File: config.mk
export PLATFORM = sky130hd
export DESIGN_NAME = axis_to_fifo_packer
export DESIGN_NICKNAME = d
export VERILOG_FILES = /design/src/rtl/axis_to_fifo_packer.sv
export SDC_FILE = /design/constraint.sdc
export NUM_CORES = 1
export LEC_CHECK = 0
export ABC_CLOCK_PERIOD_IN_PS = 1540
export BUFFER_PORTS_ARGS = -buffer_cell sky130_fd_sc_hd__buf_2
export CAP_MARGIN = 20
export CORE_AREA = 2 2 275 277
export CTS_CLUSTER_SIZE = 20
export DETAILED_ROUTE_END_ITERATION = 8
export DIE_AREA = 0 0 277 279
export GPL_TIMING_DRIVEN = 0
export HOLD_SLACK_MARGIN = 0.02
export MAX_ROUTING_LAYER = met4
export PLACE_DENSITY_LB_ADDON = 0.08
export SLEW_MARGIN = 20
export SYNTH_ARGS = -nofsm -noshare
export SYNTH_HDL_FRONTEND = slang
export SYNTH_SLANG_ARGS = --single-unit
File: constraint.sdc
create_clock -name axi_aclk -period 1.54 [get_ports axi_aclk]
set_input_delay 0.462 -clock axi_aclk [delete_from_list [all_inputs] [get_ports axi_aclk]]
set_output_delay 0.462 -clock axi_aclk [all_outputs]
set_load 0.05 [all_outputs]
File: src/rtl/axis_to_fifo_packer.sv
`default_nettype none
// ============================================================================
// Module      : axis_to_fifo_packer
// Description : Packs an AXI4-Stream packet into FIFO words: a TUSER header,
//               then data bytes with interleaved strobes. Optional counters
//               are enabled by AXIS_TO_FIFO_PACKER_STATS_EN.
// Revision    : 1.0 - initial release
// ============================================================================
module axis_to_fifo_packer #(
    parameter int C_S_AXIS_DATA_WIDTH  = 256,
    parameter int C_S_AXIS_TUSER_WIDTH = 128,
    localparam int C_PACKED_WIDTH      = C_S_AXIS_DATA_WIDTH + C_S_AXIS_DATA_WIDTH/8
) (
    input  logic                              axi_aclk,
    input  logic                              axi_areset,
    input  logic [C_S_AXIS_DATA_WIDTH-1:0]    s_axis_tdata,
    input  logic [C_S_AXIS_DATA_WIDTH/8-1:0]  s_axis_tstrb,
    input  logic [C_S_AXIS_TUSER_WIDTH-1:0]   s_axis_tuser,
    input  logic                              s_axis_tvalid,
    output logic                              s_axis_tready,
    input  logic                              s_axis_tlast,
    output logic                              fifo_wr_en,
    output logic [C_PACKED_WIDTH-1:0]         fifo_dout,
    input  logic                              fifo_full,
    input  logic                              sw_rst,
    output logic                              err_strb
`ifdef AXIS_TO_FIFO_PACKER_STATS_EN
    ,
    output logic [31:0]                       pkt_count,
    output logic [47:0]                       byte_count
`endif
);

    localparam int c_BYTES = C_S_AXIS_DATA_WIDTH / 8;

    localparam logic [1:0] c_IDLE = 2'd0;
    localparam logic [1:0] c_DATA = 2'd1;
    localparam logic [1:0] c_PAD  = 2'd2;

    logic [1:0]                     r_state;
    logic [1:0]                     w_next_state;
    logic                           w_wr_cond;
    logic                           w_hs;
    logic                           w_strb_full;
    logic [C_S_AXIS_DATA_WIDTH-1:0] w_hdr_data;
    logic [C_S_AXIS_DATA_WIDTH-1:0] w_word_data;
    logic [c_BYTES-1:0]             w_word_strb;

    assign w_strb_full = &s_axis_tstrb;
    assign w_hs        = s_axis_tvalid && s_axis_tready;

    always_comb begin
        w_hdr_data                           = '0;
        w_hdr_data[C_S_AXIS_TUSER_WIDTH-1:0] = s_axis_tuser;
    end

    // State register
    always_ff @(posedge axi_aclk or posedge axi_areset) begin
        if (axi_areset) begin
            r_state <= c_IDLE;
        end else if (sw_rst) begin
            r_state <= c_IDLE;
        end else begin
            r_state <= w_next_state;
        end
    end

    // Next-state logic
    always_comb begin
        w_next_state = r_state;
        case (r_state)
            c_IDLE: begin
                if (s_axis_tvalid && !fifo_full) begin
                    w_next_state = c_DATA;
                end
            end
            c_DATA: begin
                if (w_hs && s_axis_tlast) begin
                    w_next_state = w_strb_full ? c_PAD : c_IDLE;
                end
            end
            c_PAD: begin
                if (!fifo_full) begin
                    w_next_state = c_IDLE;
                end
            end
            default: w_next_state = c_IDLE;
        endcase
    end

    // Output logic; a full-strobe last beat needs a PAD word so the reader
    // sees a partial strobe as the end of packet.
    always_comb begin
        s_axis_tready = 1'b0;
        w_wr_cond     = 1'b0;
        w_word_data   = '0;
        w_word_strb   = '0;
        case (r_state)
            c_IDLE: begin
                w_wr_cond   = s_axis_tvalid;
                w_word_data = w_hdr_data;
                w_word_strb = '1;
            end
            c_DATA: begin
                s_axis_tready = !fifo_full && !axi_areset;
                w_wr_cond     = s_axis_tvalid;
                w_word_data   = s_axis_tdata;
                w_word_strb   = s_axis_tlast ? s_axis_tstrb : '1;
            end
            c_PAD: begin
                w_wr_cond = 1'b1;
            end
            default: begin
                w_wr_cond = 1'b0;
            end
        endcase
        fifo_wr_en = w_wr_cond && !fifo_full && !axi_areset;
    end

    for (genvar i = 0; i < c_BYTES; i++) begin : g_pack
        assign fifo_dout[9*i +: 8] = w_word_data[8*i +: 8];
        assign fifo_dout[9*i + 8]  = w_word_strb[i];
    end

    // A non-last partial strobe would terminate the packet early at the reader
    always_ff @(posedge axi_aclk or posedge axi_areset) begin
        if (axi_areset) begin
            err_strb <= 1'b0;
        end else if (sw_rst) begin
            err_strb <= 1'b0;
        end else if (w_hs && !s_axis_tlast && !w_strb_full) begin
            err_strb <= 1'b1;
        end
    end

`ifdef AXIS_TO_FIFO_PACKER_STATS_EN
    logic        w_last_word;
    logic [47:0] w_strb_pop;

    assign w_last_word = fifo_wr_en &&
                         ((r_state == c_DATA && s_axis_tlast && !w_strb_full) ||
                          (r_state == c_PAD));

    always_comb begin
        w_strb_pop = '0;
        for (int i = 0; i < c_BYTES; i++) begin
            w_strb_pop = w_strb_pop + {47'd0, s_axis_tstrb[i]};
        end
    end

    always_ff @(posedge axi_aclk or posedge axi_areset) begin
        if (axi_areset) begin
            pkt_count  <= '0;
            byte_count <= '0;
        end else if (sw_rst) begin
            pkt_count  <= '0;
            byte_count <= '0;
        end else begin
            if (w_last_word) begin
                pkt_count <= pkt_count + 32'd1;
            end
            if (w_hs) begin
                byte_count <= byte_count + w_strb_pop;
            end
        end
    end
`endif

endmodule
`default_nettype wire

==> metrics.md <==
| Metric | Value |
|---|---|
| Failing checks | `negative setup slack` |
| Die Y | `279 µm` |
| Worst R2R Path Depth | `7` |
| Min Tclk post-route | `around 2100 ps` |
| H-tree levels | `1` |
| Cell Area, Synth | `3290 µm²` |
| Hold WC Path Type | `primary input to asynchronous set/reset pin` |
| Slew Viols, Final | `0` |
| Top Family by Delay on Critical Path | `buffers and inverters` |
| CP startpoint kind | `register` |
| Core box area | `74100 µm²` |
| Post-Synthesis Cells | `531` |
| Global-route wire length before repair | `about 57000 µm` |
| Fin Hold WS | `238 ps` |
| Clk slew on worst S/H paths | `30 ps` |
| Placed Area | `9380 µm²` |
| CTS Sinks | `3` |
| # rows | `100` |
| Die ar. | `77300 µm²` |
| Synth warnings | `0` |
| Via-per-instance ratio | `3.06` |
| Gr ovfl total | `0` |
| Initial core utilization | `0.0444` |
| Crit Path Max Fanout | `8` |
| Max Clk Rate | `between 0.4 and 0.5 GHz` |
| Place WS | `-1030 ps` |
| Routed Wire Length | `roughly 44000 µm` |
| Syn Nets | `953` |
| Placed Instances | `around 2.2k` |
| P_leak | `6.19 nW` |
| Final setup violation count | `292` |
| RSZ-0062 raised after global routing | `true` |
| Vias in the first global route | `7492` |
| Ys flop type | `dfrtp_1` |
| Drt pass-1 iters | `4` |
| Crit path kind | `register to output pin` |
| Worst path arrival time | `1650 ps` |
| CTS root buffer | `clkbuf_16` |
| Critical Path RT | `around 1100 ps` |
| Routed Antenna Nets | `0` |
| Final setup margin | `-571 ps` |
| Top Ports | `713` |
| Initial drt markers | `115` |
| HPWL Detailed | `38000 µm` |
| Worst Tran Pin Value | `422 ps` |
| Slowest cell on the critical path | `dfrtp_1` |
| Latest clock arrival within the worst-skew pair | `~220 ps` |
| Seq. cell area | `76.3 µm²` |
| Area taken by multi-input logic gates | `5270 µm²` |
| Global Route Usage Sum | `0.107` |
| Peak VDD IR | `0.000334 V` |
| Layout cell share with drive strength beyond 1 | `0.927` |
| Synth area leader | `mux2i_1` |
| Vias | `6922` |
| Number of synthesized flops with an enable pin | `0` |
| Top-count cell post-synth | `nor2_1` |
| Post-route insts no fill | `2259` |
| Design Area, Final | `between 10000 and 15000 µm²` |
| Slew headroom | `0.711` |
| Die Wd | `277 µm` |
| Initial antenna violation count | `17` |
| P&R area growth vs syn | `333%` |
| Sequential-to-total area share from yosys stat | `0.0228` |
| Critical Path End Type | `output pin` |
| Critical path, cell by cell | `buf_12 -> inv_8 -> nor2_4 -> buf_12 -> buf_12 -> clkbuf_16 -> and2_4 -> buf_8` |
| Ranking of synthesized cells by area | `mux2i_1 39%, and2_1 24%, nor2_1 22%` |
| Largest net degree at the start of global routing | `11` |
| TritonCTS clock tree | `yes` |
| Bufs on Longest Clock Path | `2` |
| Worst Skew | `0.0634 ps` |
| Layout net count | `1708` |
| Synth cell types | `24` |
| CP bufs+invs | `6` |
| Hold Vio Cnt, Final | `0` |
| Post-synth ARST share | `1.00` |
| CTS Buf Count | `3` |
| Port bufs | `712` |
| FILL cells | `8280` |
| WP depth | `8` |
| CP peak stage delay | `360 ps` |
| Final TNS setup | `-150950 ps` |
| Final worst-path cycle share | `1.37` |
| Synthesized flop and latch total | `3` |
| Post-synth top area share | `0.393` |
| Drt drc | `0` |
| Max_cap viols | `0` |
| Top post-synthesis cells by count | `196 x nor2_1, 129 x mux2i_1, 128 x and2_1` |
| Power per cell area | `~450 nW/µm²` |
| Top cell by count, worst path | `buf_12` |
| Avg Cell Area, Syn | `6.19 µm²` |
| Final RePlAce weighted congestion | `around 0.84` |
| Status | `finished with violations` |
| DR WL/cell | `just under 20 µm` |
==> stage by stage <==
stage | utilization | total power, W
2_1_floorplan | - | 0.00288
3_3_place_gp | 0.127 | 0.00429
3_5_place_dp | 0.127 | 0.00428
4_1_cts | 0.161 | 0.00558
5_1_grt | 0.192 | 0.00670
6_report | 0.192 | 0.00641
==> metal layers <==
layer / routed length, µm / share of wire / vias to the layer above / track usage
li1: - / - / 3271 / -
met1: 13700 / 0.31 / 3151 / 0.0935
met2: 26300 / 0.59 / 458 / 0.222
met3: 3720 / 0.084 / 42 / 0.0333
met4: 775 / 0.017 / 0 / 0.0152
met5: 0 / 0 / - / -
==> layout make-up <==
type	count	area share
Timing Repair Buffer	750	0.467
Tap cell	969	0.0853
Antenna cell	5	0.000880
Clock buffer	4	0.00554
Sequential cell	3	0.00537
Multi-Input combinational cell	474	0.371
Buffer	50	0.0633
Inverter	4	0.00158
==> worst register-to-register path, stage by stage (launching register included) <==
cell	delay [ps]
dfrtp_1	360
buf_12	170
buf_4	130
buf_8	110
nand2b_2	90
nor4b_4	350
a32oi_1	110
nor3b_2	170
==> state kept, by name, summed over array words and instances (netlist names) <==
name and cells:
err_strb 1, r_state 2
==> path summary, 6_finish.rpt <==
| check | from | to | slack [ps] |
|---|---|---|---|
| worst max-delay path | r_state[0]$_DFFE_PP0P_ | fifo_dout[239] | -570 |
| worst min-delay path | axi_areset | err_strb$_DFFE_PP0P_ | 240 |
| worst max register to register | r_state[0]$_DFFE_PP0P_ | r_state[1]$_DFFE_PP0P_ | -30 |
| worst min register to register | err_strb$_DFFE_PP0P_ | err_strb$_DFFE_PP0P_ | 540 |
| max in group asynchronous | axi_areset | r_state[1]$_DFFE_PP0P_ | 1150 |
| min in group axi_aclk | sw_rst | err_strb$_DFFE_PP0P_ | 460 |
==> cell usage in the layout (no fill, tap or decap), types with 2 or more instances in the layout <==
cell,n
buf_2,425
buf_8,157
and2_4,123
nor2_4,110
buf_6,102
mux2i_4,74
nor2_2,59
mux2i_1,48
buf_4,41
buf_12,33
clkbuf_16,29
nor2_1,27
nand4_1,8
buf_16,7
mux2i_2,7
diode_2,5
clkbuf_8,5
and2_2,5
clkbuf_4,4
inv_1,3
dfrtp_1,2
==> what timing repair did <==
item / CTS / global route
cloned: 6 / 19
endpoints found under the setup margin: 292 / 293
pin swaps: 1 / 25
gates resized for setup: 642 / 499
hold buffers: 0 / 0
buffers inserted: 7 / 6
==> cell families (layout without fill, tap and decap cells) <==
family	after synthesis	in the layout	synth area share
AND/OR/NAND/NOR	340	340	0.501
multiplexers	129	129	0.393
buffers and inverters	54	808	0.0720
AO/OA/AOI/OAI	5	5	0.0110
flip-flops	3	3	0.0228
other	0	5	0
==> where the power goes <==
part,leakage (nW),internal [W],switching [W]
Sequential,0.0394,0.0000817,0.00000193
Clock,0.0382,0.000341,0.0000685
Combinational,6.11,0.00263,0.00328
No activity file was read; power rests on OpenSTA's default activity.
